--- src/rtl/stopwatch_timebase_counter.sv ---
// ---------------------------------------------------------------------------
// stopwatch_timebase_counter
//   Turns the asynchronous 100 Hz tick into a BCD stopwatch time
//   (MM:SS.cc). The tick is re-timed into clk, rising-edge detected, and the
//   count advances only while the run/pause FSM is in RUN.
//
// Ports
//   clk         system clock
//   reset       asynchronous active-low reset
//   tick_100hz  100 Hz level from the divider (asynchronous to clk)
//   start_stop  one-clk pulse, toggles run/pause (IDLE starts running)
//   clear       one-clk pulse, zeroes the time and returns to IDLE
//   min_tens    BCD minutes tens
//   min_ones    BCD minutes ones
//   sec_tens    BCD seconds tens
//   sec_ones    BCD seconds ones
//   cs_tens     BCD tenths of a second
//   cs_ones     BCD hundredths of a second
//   running     1 while the FSM is in RUN
//   wrap        one-clk pulse when the count rolls over to 00:00.00
// ---------------------------------------------------------------------------
module stopwatch_timebase_counter #(
  parameter int unsigned SYNC_STAGES = 2,
  parameter int unsigned MAX_MIN     = 59
) (
  input  logic       clk,
  input  logic       reset,
  input  logic       tick_100hz,
  input  logic       start_stop,
  input  logic       clear,
  output logic [3:0] min_tens,
  output logic [3:0] min_ones,
  output logic [3:0] sec_tens,
  output logic [3:0] sec_ones,
  output logic [3:0] cs_tens,
  output logic [3:0] cs_ones,
  output logic       running,
  output logic       wrap
);

  localparam int unsigned DW = 4;
  localparam int unsigned SW = 2;

  localparam logic [DW-1:0] MAX_MIN_TENS = DW'(MAX_MIN / 10);
  localparam logic [DW-1:0] MAX_MIN_ONES = DW'(MAX_MIN % 10);
  localparam logic [DW-1:0] BCD_NINE     = DW'(9);
  localparam logic [DW-1:0] BCD_FIVE     = DW'(5);
  localparam logic [DW-1:0] BCD_ZERO     = DW'(0);
  localparam logic [DW-1:0] BCD_ONE      = DW'(1);

  localparam logic [SW-1:0] ST_IDLE  = 2'd0;
  localparam logic [SW-1:0] ST_RUN   = 2'd1;
  localparam logic [SW-1:0] ST_PAUSE = 2'd2;

  logic [SYNC_STAGES-1:0] r_sync;
  logic                   r_tick_hist;
  logic                   w_tick_edge;

  logic [SW-1:0] r_state;
  logic [SW-1:0] w_state_nxt;
  logic          r_running;

  logic [DW-1:0] r_min_tens, r_min_ones, r_sec_tens, r_sec_ones, r_cs_tens, r_cs_ones;
  logic [DW-1:0] w_min_tens, w_min_ones, w_sec_tens, w_sec_ones, w_cs_tens, w_cs_ones;
  logic          r_wrap;
  logic          w_wrap_nxt;

  logic w_inc;
  logic w_at_max;
  logic w_c0, w_c1, w_c2, w_c3, w_c4;

  // Tick synchronizer plus one history flop for rising-edge detection.
  // The history flop follows the tick in every state, so a tick edge seen
  // while paused is consumed and never replays on resume.
  always_ff @(posedge clk or negedge reset) begin
    if (!reset) begin
      r_sync      <= '0;
      r_tick_hist <= 1'b0;
    end else begin
      r_sync      <= {r_sync[SYNC_STAGES-2:0], tick_100hz};
      r_tick_hist <= r_sync[SYNC_STAGES-1];
    end
  end

  assign w_tick_edge = r_sync[SYNC_STAGES-1] & ~r_tick_hist;

  // FSM state register; running is registered from the next state so it
  // changes on the same edge as the transition.
  always_ff @(posedge clk or negedge reset) begin
    if (!reset) begin
      r_state   <= ST_IDLE;
      r_running <= 1'b0;
    end else begin
      r_state   <= w_state_nxt;
      r_running <= (w_state_nxt == ST_RUN);
    end
  end

  // FSM next state; clear has priority over start_stop.
  always_comb begin
    w_state_nxt = r_state;
    if (clear) begin
      w_state_nxt = ST_IDLE;
    end else if (start_stop) begin
      case (r_state)
        ST_IDLE:  w_state_nxt = ST_RUN;
        ST_RUN:   w_state_nxt = ST_PAUSE;
        ST_PAUSE: w_state_nxt = ST_RUN;
        default:  w_state_nxt = ST_IDLE;
      endcase
    end
  end

  // Increment qualifies on the pre-transition state, so a RUN->PAUSE toggle
  // still counts a coincident tick and PAUSE->RUN does not.
  assign w_inc = w_tick_edge && (r_state == ST_RUN) && !clear;

  assign w_at_max = (r_min_tens == MAX_MIN_TENS) && (r_min_ones == MAX_MIN_ONES) &&
                    (r_sec_tens == BCD_FIVE)     && (r_sec_ones == BCD_NINE)     &&
                    (r_cs_tens  == BCD_NINE)     && (r_cs_ones  == BCD_NINE);

  // Carry terms for the single-cycle BCD cascade.
  assign w_c0 = (r_cs_ones  == BCD_NINE);
  assign w_c1 = w_c0 && (r_cs_tens  == BCD_NINE);
  assign w_c2 = w_c1 && (r_sec_ones == BCD_NINE);
  assign w_c3 = w_c2 && (r_sec_tens == BCD_FIVE);
  assign w_c4 = w_c3 && (r_min_ones == BCD_NINE);

  // Next digit values: clear, terminal-count wrap, or ripple increment.
  always_comb begin
    w_min_tens = r_min_tens;
    w_min_ones = r_min_ones;
    w_sec_tens = r_sec_tens;
    w_sec_ones = r_sec_ones;
    w_cs_tens  = r_cs_tens;
    w_cs_ones  = r_cs_ones;
    w_wrap_nxt = 1'b0;
    if (clear || (w_inc && w_at_max)) begin
      w_min_tens = BCD_ZERO;
      w_min_ones = BCD_ZERO;
      w_sec_tens = BCD_ZERO;
      w_sec_ones = BCD_ZERO;
      w_cs_tens  = BCD_ZERO;
      w_cs_ones  = BCD_ZERO;
      w_wrap_nxt = !clear;
    end else if (w_inc) begin
      w_cs_ones = w_c0 ? BCD_ZERO : r_cs_ones + BCD_ONE;
      if (w_c0) begin
        w_cs_tens = w_c1 ? BCD_ZERO : r_cs_tens + BCD_ONE;
      end
      if (w_c1) begin
        w_sec_ones = w_c2 ? BCD_ZERO : r_sec_ones + BCD_ONE;
      end
      if (w_c2) begin
        w_sec_tens = w_c3 ? BCD_ZERO : r_sec_tens + BCD_ONE;
      end
      if (w_c3) begin
        w_min_ones = w_c4 ? BCD_ZERO : r_min_ones + BCD_ONE;
      end
      if (w_c4) begin
        w_min_tens = r_min_tens + BCD_ONE;
      end
    end
  end

  // Digit and wrap registers.
  always_ff @(posedge clk or negedge reset) begin
    if (!reset) begin
      r_min_tens <= BCD_ZERO;
      r_min_ones <= BCD_ZERO;
      r_sec_tens <= BCD_ZERO;
      r_sec_ones <= BCD_ZERO;
      r_cs_tens  <= BCD_ZERO;
      r_cs_ones  <= BCD_ZERO;
      r_wrap     <= 1'b0;
    end else begin
      r_min_tens <= w_min_tens;
      r_min_ones <= w_min_ones;
      r_sec_tens <= w_sec_tens;
      r_sec_ones <= w_sec_ones;
      r_cs_tens  <= w_cs_tens;
      r_cs_ones  <= w_cs_ones;
      r_wrap     <= w_wrap_nxt;
    end
  end

  assign min_tens = r_min_tens;
  assign min_ones = r_min_ones;
  assign sec_tens = r_sec_tens;
  assign sec_ones = r_sec_ones;
  assign cs_tens  = r_cs_tens;
  assign cs_ones  = r_cs_ones;
  assign running  = r_running;
  assign wrap     = r_wrap;

endmodule

--- config.mk ---
export PLATFORM = sky130hd
export DESIGN_NAME = stopwatch_timebase_counter
export DESIGN_NICKNAME = d
export VERILOG_FILES = /design/src/rtl/stopwatch_timebase_counter.sv
export SDC_FILE = /design/constraint.sdc
export NUM_CORES = 1
export LEC_CHECK = 0
export ABC_AREA = 0
export BUFFER_PORTS_ARGS = -buffer_cell sky130_fd_sc_hd__buf_4
export CORE_AREA = 8 8 64 88
export DETAILED_ROUTE_END_ITERATION = 16
export DIE_AREA = 0 0 72 96
export REMOVE_ABC_BUFFERS = 1
export SKIP_CTS_REPAIR_TIMING = 1
export SLEW_MARGIN = 20
export SYNTH_ARGS = -nofsm -noshare
export SYNTH_HDL_FRONTEND = slang
export SYNTH_SLANG_ARGS = --single-unit
--- constraint.sdc ---
create_clock -name clk -period 2.2 [get_ports clk]
set_input_delay 0.11 -clock clk [delete_from_list [all_inputs] [get_ports clk]]
set_output_delay 0.11 -clock clk [all_outputs]
set_load 0.005 [all_outputs]
==> reports/qor.yml <==
run_status: "finished clean"
fin_hold_ws_ns: 0.1185
vias_per_cell: 4.885
antenna_found_initial: 0
setup_viol: 0
overflow: 0
fin_util_pct: 46.79
gp_congestion: 0.7885
fp.dieH_um: 96
core_um2: 4390
final_cell_count_no_fill: 270
drt_pass1_iterations: 4
design_area_um2: 2054
finalCritPeriodShare_pct: 92.11
start_util_pct: 37.59
relSlewSlack_pct: 68.07
clk_latency_ns: 0.29
worst_pin_slew_ns: 0.4764
root_buffer: "clkbuf_8"
hp-class: "in -> reg"
postRouteAntennaNets: 0
grt_pass1_vias: 1377
drive_gt1_share_pct: 21.63
crit_type: "reg -> reg"
p_leak_nw: 0.9495
cp-start-kind: "register"
totalWireLength_mm: 3.542
die-area_um2: 6912
hpwl_mm: 2.605
clock-sinks: 31
ios: 31
pwr_density_cell_nw_per_um2: 515.6
fin_skew_ns: 0.009392
synth_top_area_share_pct: 47.01
setup_tns_ns: 0
yosysTopAreaCell: "dfrtp_1"
postPlaceCellArea_um2: 1952
num_rows: 29
n_antenna_cell: 0
synth_cells: 169
tritoncts: "built"
cp-end-kind: "register"
clk_pin_slew_worst_paths_ns: 0.06
nets: 224
die_x_um: 72
io_buffer_count: 30
layout_common_cells: "buf_4 (34), dfrtp_1 (31), a21oi_1 (19)"
drc: 0
layout_commonest_cell: "buf_4"
grt_max_degree: 32
hp-start: "start_stop"
fin_crit_ns: 2.026
critPathArrivalTime_ns: 2.23
synth.distinct_cells: 34
fmax_ghz: 0.4935
avgSynthCellArea_um2: 9.765
cts_buffers: 5
seq_area_frac_synth_pct: 47.01
synthesis.area_um2: 1650
ys_top_cells_by_area: "dfrtp_1 (47%), ha_1 (9.1%), a21oi_1 (5.8%), nor2_1 (4.1%), or3_1 (3.4%)"
startpoint: "sec_ones[1]"
areaGrowthSynthToFinish_pct: 24.49
drt_iter0_markers: 33
yosys_warnings: 0
maxSlewViolCount: 0
path_max_fanout: 8
max-vdd-ir-drop_mv: 0.2725
grt_usage_pct: 11.72
ys_ff_latch: 31
cts-htree-levels: 2
grt_setup_unrepaired: "false"
clockBufferDepth: 2
dp_cells: 260
hold_viol: 0
rr_startpoint: "sec_ones[1]"
grt_pass1_wl_mm: 6.265
maxCapViolations: 0
required_ns: 2.40
avgRoutedWirePerCell_um: 13.12
vias: 1319
==> power breakdown <==
part	internal [mW]	leakage [nW]	total (mW)	switching, mW
clock	0.221	0.0422	0.427	0.206
sequential	0.578	0.424	0.582	0.00369
combinational	0.0186	0.483	0.0503	0.0317
total	0.818	0.950	1.06	0.241
==> flip-flops by register name, summed over array words and instances (netlist names) <==
register and flops:
cs_ones 4, cs_tens 4, min_ones 4, min_tens 4, sec_ones 4, sec_tens 4, r_state 2, r_sync 2
r_tick_hist 1, running 1, wrap 1
==> routing by layer <==
metal  routed length [µm]  global-route usage, %  vias up
met1                 1544                  12.25      616
met4                   62                  5.641        0
met2                 1731                  20.58       28
met3                  203                  4.067        7
li1                     -                      -      668
met5                    0                      0        -
==> worst max-delay path: stages, from the launching register on <==
cell	delay, ns
dfrtp_1	0.42
inv_1	0.07
ha_1	0.15
nand3b_1	0.18
nor3_4	0.33
nand4_4	0.18
or4_1	0.49
a21oi_1	0.14
==> per-stage QoR <==
stage / setup slack, ns / power (mW)
floorplan: 0.1148 / 0.6086
global placement: 0.1776 / 0.6414
detailed placement: 0.1198 / 0.6423
CTS: 0.09536 / 1.072
global route: 0.01960 / 1.106
finish: 0.1736 / 1.059
==> cell families after synthesis <==
kind of cell	count (synthesis)	synth area share, %
simple gates	80	27.07
flops	31	47.01
compound gates	25	7.885
fa+ha+maj	12	9.098
buf+inv	11	3.260
xor+xnor	5	2.654
mux	5	3.033
==> synth_stat cells (all sizes together) <==
cell,instances
a21o,1
a21oi,19
and2b,1
and3,1
and3b,1
and4,1
and4b,1
buf,4
clkbuf,1
dfrtp,31
ha,12
inv,6
mux2i,5
nand2,14
nand2b,1
nand3,9
nand3b,3
nand4,4
nand4b,1
nor2,18
nor2b,2
nor3,13
o21ai,4
o31ai,1
or3,9
or4,1
xnor2,3
xor2,2
==> worst paths after layout <==
path,end,slack [ns],depth (start not counted)
max in group asynchronous,running,1.61,2
hold / removal,r_state[0],0.12,3
setup / recovery,min_tens[3],0.17,7
setup reg to reg,min_tens[3],0.17,7
hold reg to reg,r_sync[1],0.35,0
min in group asynchronous,min_ones[3],0.29,2
==> cell type report <==
cell class / instances / area [µm²]
Clock buffer: 7 / 76.32
Tap cell: 62 / 77.57
Inverter: 6 / 22.52
Multi-Input combinational cell: 127 / 822.0
Fill cell: 436 / 2336
Clock inverter: 1 / 5.005
Timing Repair Buffer: 36 / 275.3
Sequential cell: 31 / 775.7
No activity file was read; power rests on OpenSTA's default activity.
